### src/rtl/frame_rate_pkg.sv
// Shared mode codes, vtotal defaults and schedule geometry for the
// variable-frame-rate scheduler.
package frame_rate_pkg;

  localparam int unsigned SLOT_COUNT = 8;
  localparam int unsigned NIBBLE_W   = 4;
  localparam int unsigned SLOT_W     = 3;
  localparam int unsigned VTOTAL_W   = 13;

  typedef enum logic [NIBBLE_W-1:0] {
    FR_30  = 4'd0,
    FR_60  = 4'd1,
    FR_90  = 4'd2,
    FR_120 = 4'd3,
    FR_144 = 4'd4
  } fr_mode_e;

  localparam logic [NIBBLE_W-1:0] FR_MODE_MAX = 4'd4;

  localparam logic [VTOTAL_W-1:0] VTOTAL30_DEF  = 13'd5280;
  localparam logic [VTOTAL_W-1:0] VTOTAL60_DEF  = 13'd2640;
  localparam logic [VTOTAL_W-1:0] VTOTAL90_DEF  = 13'd1760;
  localparam logic [VTOTAL_W-1:0] VTOTAL120_DEF = 13'd1320;
  localparam logic [VTOTAL_W-1:0] VTOTAL144_DEF = 13'd1100;

  typedef enum logic {
    ST_IDLE = 1'b0,
    ST_PEND = 1'b1
  } sched_state_e;

endpackage

### src/rtl/fr_vtotal_lut.sv
// Mode code to vtotal lookup; unknown codes fall back to the 144 Hz timing
// and raise the invalid flag.
module fr_vtotal_lut
  import frame_rate_pkg::*;
#(
  parameter logic [VTOTAL_W-1:0] VTOTAL30  = VTOTAL30_DEF,
  parameter logic [VTOTAL_W-1:0] VTOTAL60  = VTOTAL60_DEF,
  parameter logic [VTOTAL_W-1:0] VTOTAL90  = VTOTAL90_DEF,
  parameter logic [VTOTAL_W-1:0] VTOTAL120 = VTOTAL120_DEF,
  parameter logic [VTOTAL_W-1:0] VTOTAL144 = VTOTAL144_DEF
) (
  input  logic [NIBBLE_W-1:0] mode,
  output logic [VTOTAL_W-1:0] vtotal,
  output logic                invalid
);

  always_comb begin
    invalid = 1'b0;
    vtotal  = VTOTAL144;
    case (mode)
      FR_30:   vtotal = VTOTAL30;
      FR_60:   vtotal = VTOTAL60;
      FR_90:   vtotal = VTOTAL90;
      FR_120:  vtotal = VTOTAL120;
      FR_144:  vtotal = VTOTAL144;
      default: invalid = 1'b1;
    endcase
  end

endmodule

### src/rtl/frame_rate_sched.sv
// Per-frame refresh-rate scheduler: steps an 8-slot mode schedule at each
// frame_end; new schedules wait in a shadow register until a frame boundary.
module frame_rate_sched
  import frame_rate_pkg::*;
#(
  parameter logic [VTOTAL_W-1:0] VTOTAL30   = VTOTAL30_DEF,
  parameter logic [VTOTAL_W-1:0] VTOTAL60   = VTOTAL60_DEF,
  parameter logic [VTOTAL_W-1:0] VTOTAL90   = VTOTAL90_DEF,
  parameter logic [VTOTAL_W-1:0] VTOTAL120  = VTOTAL120_DEF,
  parameter logic [VTOTAL_W-1:0] VTOTAL144  = VTOTAL144_DEF,
  parameter logic [NIBBLE_W-1:0] RESET_MODE = 4'd4
) (
  input  logic                                clk,
  input  logic                                reset,
  input  logic                                frame_end,
  input  logic                                sched_valid,
  output logic                                sched_ready,
  input  logic [SLOT_COUNT*NIBBLE_W-1:0]      sched_modes,
  input  logic [SLOT_W-1:0]                   sched_len,
  output logic [NIBBLE_W-1:0]                 fr_mode,
  output logic [VTOTAL_W-1:0]                 vtotal,
  output logic [SLOT_W-1:0]                   slot,
  output logic                                pending,
  output logic                                mode_err,
  output logic [15:0]                         frame_cnt
);

  sched_state_e                    state_reg, state_next;
  logic [SLOT_COUNT*NIBBLE_W-1:0]  shadow_modes_reg, active_modes_reg;
  logic [SLOT_W-1:0]               shadow_len_reg, active_len_reg;
  logic [SLOT_W-1:0]               slot_reg, slot_next;
  logic [NIBBLE_W-1:0]             fr_mode_reg;
  logic [VTOTAL_W-1:0]             vtotal_reg;
  logic                            mode_err_reg;
  logic [15:0]                     frame_cnt_reg;

  logic                            accept;
  logic                            take_shadow;
  logic [SLOT_W-1:0]               last_slot;
  logic [SLOT_COUNT*NIBBLE_W-1:0]  modes_sel;
  logic [NIBBLE_W-1:0]             nib_arr [SLOT_COUNT];
  logic [NIBBLE_W-1:0]             next_nibble;
  logic [VTOTAL_W-1:0]             lut_vtotal;
  logic                            lut_invalid;

  always_ff @(posedge clk) begin
    if (reset) state_reg <= ST_IDLE;
    else       state_reg <= state_next;
  end

  always_comb begin
    state_next = state_reg;
    case (state_reg)
      ST_IDLE: if (sched_valid) state_next = ST_PEND;
      ST_PEND: if (frame_end)   state_next = ST_IDLE;
      default: state_next = ST_IDLE;
    endcase
  end

  always_comb begin
    sched_ready = (state_reg == ST_IDLE);
    pending     = (state_reg == ST_PEND);
  end

  assign accept      = sched_valid && (state_reg == ST_IDLE);
  assign take_shadow = frame_end && (state_reg == ST_PEND);
  // A length of 0 encodes 8 slots; the 3-bit wrap of len-1 yields 7 for free.
  assign last_slot   = active_len_reg - 3'd1;
  assign slot_next   = take_shadow ? '0
                     : (slot_reg == last_slot) ? '0 : slot_reg + 3'd1;
  assign modes_sel   = take_shadow ? shadow_modes_reg : active_modes_reg;

  generate
    for (genvar gi = 0; gi < SLOT_COUNT; gi++) begin : g_nib
      assign nib_arr[gi] = modes_sel[gi*NIBBLE_W +: NIBBLE_W];
    end
  endgenerate

  assign next_nibble = nib_arr[slot_next];

  fr_vtotal_lut #(
    .VTOTAL30  (VTOTAL30),
    .VTOTAL60  (VTOTAL60),
    .VTOTAL90  (VTOTAL90),
    .VTOTAL120 (VTOTAL120),
    .VTOTAL144 (VTOTAL144)
  ) u_lut (
    .mode    (next_nibble),
    .vtotal  (lut_vtotal),
    .invalid (lut_invalid)
  );

  always_ff @(posedge clk) begin
    if (reset) begin
      shadow_modes_reg <= '0;
      shadow_len_reg   <= '0;
      active_modes_reg <= {SLOT_COUNT{RESET_MODE}};
      active_len_reg   <= 3'd1;
      slot_reg         <= '0;
      fr_mode_reg      <= RESET_MODE;
      vtotal_reg       <= VTOTAL144;
      mode_err_reg     <= 1'b0;
      frame_cnt_reg    <= '0;
    end else begin
      if (accept) begin
        shadow_modes_reg <= sched_modes;
        shadow_len_reg   <= sched_len;
      end
      if (take_shadow) begin
        active_modes_reg <= shadow_modes_reg;
        active_len_reg   <= shadow_len_reg;
      end
      if (frame_end) begin
        slot_reg      <= slot_next;
        fr_mode_reg   <= lut_invalid ? FR_MODE_MAX : next_nibble;
        vtotal_reg    <= lut_vtotal;
        frame_cnt_reg <= frame_cnt_reg + 16'd1;
      end
      mode_err_reg <= frame_end && lut_invalid;
    end
  end

  assign fr_mode   = fr_mode_reg;
  assign vtotal    = vtotal_reg;
  assign slot      = slot_reg;
  assign mode_err  = mode_err_reg;
  assign frame_cnt = frame_cnt_reg;

endmodule

### config.mk
export PLATFORM = sky130hd
export DESIGN_NAME = frame_rate_sched
export DESIGN_NICKNAME = d
export VERILOG_FILES = /design/src/rtl/frame_rate_pkg.sv /design/src/rtl/fr_vtotal_lut.sv /design/src/rtl/frame_rate_sched.sv
export SDC_FILE = /design/constraint.sdc
export NUM_CORES = 1
export LEC_CHECK = 0
export CAP_MARGIN = 20
export CORE_ASPECT_RATIO = 1.25
export CORE_MARGIN = 2
export CORE_UTILIZATION = 55
export DETAILED_ROUTE_END_ITERATION = 16
export GPL_ROUTABILITY_DRIVEN = 0
export GPL_TIMING_DRIVEN = 0
export MAX_ROUTING_LAYER = met4
export PLACE_DENSITY_LB_ADDON = 0.08
export SLEW_MARGIN = 10
export SYNTH_ARGS = -nofsm -noshare
export SYNTH_HDL_FRONTEND = slang
export SYNTH_SLANG_ARGS = --single-unit
### constraint.sdc
create_clock -name clk -period 6.25 [get_ports clk]
set_clock_uncertainty 0.05 [all_clocks]
set_input_delay 1.5625 -clock clk [delete_from_list [all_inputs] [get_ports clk]]
set_output_delay 1.5625 -clock clk [all_outputs]
set_load 0.01 [all_outputs]
# Word level (Yosys, flattened, before mapping)
# Cells that the tools add are included.
[totals]
reg_bits = 108
latch_bits = 0
ram_bits = 0
romBits = 0
inputBits = 39
wordCells = 38
mem_count = 0
[classes]
addsub = 3
mul = 0
n_div = 0
magnitude_cmp = 1
n_eq_ne = 5
shifts = 0
n_mux = 12
bitwise = 2
n_reduce_logical = 5
[ops]
columns = ["cell", "count"]
rows = [
  ["13-bit case mux with 4 select lines", 1],
  ["32-bit two-way mux", 1],
  ["16-bit by 1-bit adder with 16-bit output, second input constant", 1],
  ["4-bit binary-select mux with 3-bit select", 1],
  ["4-bit two-way mux", 3],
  ["4-bit by 2-bit equality test with 1-bit output, second input constant", 2],
  ["3-bit two-way mux", 2],
  ["5-bit OR reduction", 1],
  ["4-bit by 1-bit equality test with 1-bit output, second input constant", 1],
  ["4-bit by 3-bit equality test with 1-bit output, second input constant", 1],
  ["4-bit greater-or-equal comparator, second input constant", 1],
  ["4-bit zero test", 1],
  ["3-bit inverter with 4-bit output", 1],
  ["3-bit by 1-bit adder with 3-bit output, second input constant", 1],
  ["3-bit equality test", 1],
  ["1-bit logical AND", 3],
  ["1-bit two-way mux", 3],
  ["3-bit by 1-bit subtractor with 3-bit output, second input constant", 1],
  ["1-bit case mux with 2 select lines", 1],
  ["1-bit inverter", 1],
]

# Depth between registers and ports, before layout
[logic_depth]
word_depth = 12
depth_mapped = 10
depth_no_buf = 9

# Modules after synthesis
# Synthesis repeated with hierarchy kept, for this count alone.
[hier_totals]
hier_cells = 567
hier_area_um2 = 4685.7
[modules_own_cells]
columns = ["module", "instances", "cells_each", "area_per_inst_um2", "seq_area_each_um2"]
rows = [
  ["frame_rate_sched", 1, 545, 4570.6, 2162.1],
  ["fr_vtotal_lut", 1, 22, 115.1, 0.0],
]

# Worst setup path before layout
# OpenSTA, ideal clock, no wires.
[synth_path]
path_kind = "input -> register"
startpoint = "input frame_end"
endpoint = "register vtotal_reg[10], in the netlist vtotal[10]"
setup_ns = 0.135
arrival_ns = 3.090
setup_slack_ns = 2.975
stages = 8
path_buffers = 1
path_cell_list = "and2_1 -> buf_2 -> a311oi_4 -> a2111oi_0 -> o32ai_2 -> nand3b_2 -> nor2_1 -> a21oi_1"
[synth_between]
elab_chain_len = 8
[synth_rtl]
columns = ["element", "line", "text"]
rows = [
  ["start, declared", "frame_rate_sched.sv:15", "input logic frame_end,"],
  ["1-bit logical AND", "frame_rate_sched.sv:66", "assign take_shadow = frame_end && (state_reg == ST_PEND);"],
  ["3-bit two-way mux", "frame_rate_sched.sv:69", "assign slot_next = take_shadow ? '0"],
  ["3-bit inverter with 4-bit output (implied by the code)", "frame_rate_sched.sv:79", "assign next_nibble = nib_arr[slot_next];"],
  ["4-bit binary-select mux with 3-bit select", "frame_rate_sched.sv:79", ""],
  ["4-bit two-way mux (implied by the code) (2 in a row)", "frame_rate_sched.sv:79", ""],
  ["4-bit by 2-bit equality test with 1-bit output (tied with other cells)", "fr_vtotal_lut.sv:20", "case (mode)"],
  ["13-bit case mux with 4 select lines", "fr_vtotal_lut.sv:20", ""],
  ["end signal, assigned", "frame_rate_sched.sv:116", "vtotal_reg <= lut_vtotal;"],
  ["end, declared", "frame_rate_sched.sv:33", "logic [VTOTAL_W-1:0] vtotal_reg;"],
]
# Several ways; a longest one is shown, not always the timed one. The select of a mux whose other input is x is not followed.
# A chain may end at the register's enable or synchronous reset.

# Worst setup path in the final report
# Same ends and word-level chain as after synthesis.

==> impl_metrics.ini <==
[status]
status = finished clean

[clocking]
clkTransAtPathRegs_ps = 100
root_buffer = clkbuf_8
post_cts_buffers = 0
clockBufferDepth = 2
numClockSinks = 105
numCtsBuffers = 9
hold_buffers = 0
htreeDepth = 3
cts_tree = built
clk_latency_ps = 370
cts_resized = 0

[synthesis]
synth_top_family_by_area = simple AND/OR/NAND/NOR gates
synth_edf_count = 0
synthXorXnorAreaFrac_pct = 4.688
yosys_most_used_dff = dfxtp_1
synth_area_sq_um = 4377
syn_area_per_cell_sq_um = 8.368
yosys.area.top_type = dfxtp_1
ys_async_sr_fraction_pct = 0
synth_seq_area_share_pct = 48.03
synthSimpleGateAreaFrac_pct = 22.67
synth_mux_area_share_pct = 2.573
synth_top_area_share_pct = 48.03
ys_types = 56
synth_fa_ha_area_share_pct = 0.8576
ys_warn_count = 0
synth-compound-area-share_pct = 16.84
syn_inst = 523
yosys_register_bits = 105
synthTopCellsByArea = dfxtp_1, nand2_1, a21oi_1

[worst_setup_path]
r2r-end = vtotal[10]$_SDFFE_PP1P_
worst_setup_path_end_kind = register
crit_end = vtotal[10]$_SDFFE_PP1P_
cp-start-kind = primary input
r2r-start = active_len_reg[0]$_SDFFE_PP1N_
worstRegToRegCells = 10
worstSetupPathType = primary input to register
crit_required_ps = 6440
path_max_fanout = 9
rrSetupSlack_ps = 2990
crit_path_start = frame_end
arrival_ps = 3990

[flow_run]
drv_cap = 0

[route]
via_count = 3824
avgViaCountPerCell = 5.394
drt_iter0_drc = 220
drc = 0
ant_nets = 0
wl_per_cell_um = 14.22
drt_first_pass_iters = 5
drt-total-wl_mm = 10.08

[sta]
worst_pin_slew_ps = 711.0
tns_ps = 0
final_hold_viol_count = 0
relSlewSlack_pct = 52.26
min_period_ps = 3799
finalCritPeriodShare_pct = 60.78
slew_viol_final = 0
clock.fmax_mhz = 263.3
rsz0062_at_grt = no
setup_viol_count_final = 0

[floorplan]
core_area_sq_um = 7747
ioPinCount = 78
row_count = 36
die_w_um = 83.79
die-area_sq_um = 8691
dieHeight_um = 103.7
initial_core_util_pct = 56.49

[grt]
groute.usage.overall_pct = 24.06
grt-ovfl-total = 0
grt_pass1_wl_mm = 16.63
grt_max_degree = 20
grt_pass1_vias = 3547
antenna_found_initial = 0

[power_and_ir_drop]
leakage_nw = 1.966
vdd_drop_max_uv = 138.0
p_per_area_nw_per_um2 = 237.1

[cells_and_area]
diodes = 0
multi_input_area_sq_um = 2092
fin_nets = 651
final_common_cell = nand2_1
drive_gt1_share_pct = 6.026
n_fill_cell = 671
layout_common_cells = nand2_1, dfxtp_1, clkdlybuf4s50_1, a21oi_1, nor2_1
regArea_sq_um = 2102
final_cell_area_sq_um = 5435
syn_to_final_growth_pct = 24.19

[placement]
io_buffers = 74
dpl.hpwl_mm = 7.566
placed_area_sq_um = 5240

[hold_path]
hold_class = register to register
[kinds of logic (layout without fill, tap and decap cells)]
group                    Yosys count  after routing
buffers and inverters             45            135
multiplexers                      10             10
flip-flops                       105            105
AND/OR/NAND/NOR                  227            227
other                              1              2
adder cells (fa/ha/maj)            3              3
AO/OA/AOI/OAI                    113            113
XOR/XNOR                          19             19
[per-stage QoR]
| step | setup slack [ps] | std cells | util [%] | power [mW] | hold slack, ps |
|---|---|---|---|---|---|
| floorplan | 2975 | 524 | - | 0.8248 | 381.2 |
| global placement | 2141 | 693 | 67.64 | 0.8899 | 382.4 |
| detailed placement | 2100 | 693 | 67.64 | 0.8947 | 389.0 |
| CTS | 2487 | 709 | 70.16 | 1.295 | 401.9 |
| global route | 2295 | 709 | 70.16 | 1.347 | 425.7 |
| finish | 2451 | 709 | 70.16 | 1.289 | 396.3 |
[power by group]
group	internal, mW	total [mW]	switching, mW
registers	0.695	0.712	0.0169
logic	0.0762	0.168	0.0916
clock network	0.165	0.409	0.244
[worst min-delay path by stage]
| stage | from | to | slack (ps) | depth (start not counted) |
|---|---|---|---|---|
| after floorplan | active_modes_reg[9]$_SDFF_PP0_ | active_modes_reg[9]$_SDFF_PP0_ | 380 | 2 |
| after global placement | vtotal[5]$_SDFFE_PP0P_ | vtotal[5]$_SDFFE_PP0P_ | 380 | 2 |
| after detailed placement | vtotal[5]$_SDFFE_PP0P_ | vtotal[5]$_SDFFE_PP0P_ | 390 | 2 |
| after CTS | vtotal[5]$_SDFFE_PP0P_ | vtotal[5]$_SDFFE_PP0P_ | 400 | 2 |
| after global routing | vtotal[5]$_SDFFE_PP0P_ | vtotal[5]$_SDFFE_PP0P_ | 430 | 2 |
| final | vtotal[5]$_SDFFE_PP0P_ | vtotal[5]$_SDFFE_PP0P_ | 400 | 2 |
[final cells by class]
| type | instances | share of cell area [%] |
|---|---|---|
| tap | 95 | 2.187 |
| sequential | 105 | 38.67 |
| inverter | 10 | 0.6906 |
| timing repair buffer | 74 | 13.63 |
| multi-input combinational | 374 | 38.49 |
| clock inverter | 6 | 1.059 |
| clock buffer | 10 | 2.532 |
| buffer | 35 | 2.739 |
[routing by layer]
layer	share of wire (%)	routed length, um	global-route usage, %
met3	4.5	450	3.506
met4	2.0	204	8.756
met2	48	4877	39.14
met5	0	0	-
met1	45	4551	30.53
[cells in the mapped netlist (2+ instances only)]
cell type / instances
a211oi_1: 4
mux2i_1: 9
a311oi_1: 3
a22o_1: 2
nor3_1: 5
dfxtp_1: 105
o21ai_1: 2
o21ai_0: 6
xor2_1: 11
or3_1: 4
and2_1: 2
buf_1: 7
nand3b_1: 8
nor2b_1: 4
nand3_1: 4
a2111oi_0: 3
nand2b_1: 3
nand4_1: 4
a32o_1: 2
nand2_1: 158
o31ai_1: 3
nor4_1: 2
inv_1: 9
clkbuf_1: 22
a31oi_1: 3
buf_4: 4
and3_1: 6
a21o_1: 2
xnor2_1: 5
a21oi_1: 70
buf_2: 2
nor2_1: 23
ha_1: 3
[worst max-delay path: stages]
cell and delay, ps:
clkdlybuf4s50_1 460, and2_1 160, buf_2 180, a311oi_4 480, a2111oi_0 160, o32ai_2 410, nand3b_2 210, nor2_1 260
a21oi_1 100
(Power assumes the default switching activity.)
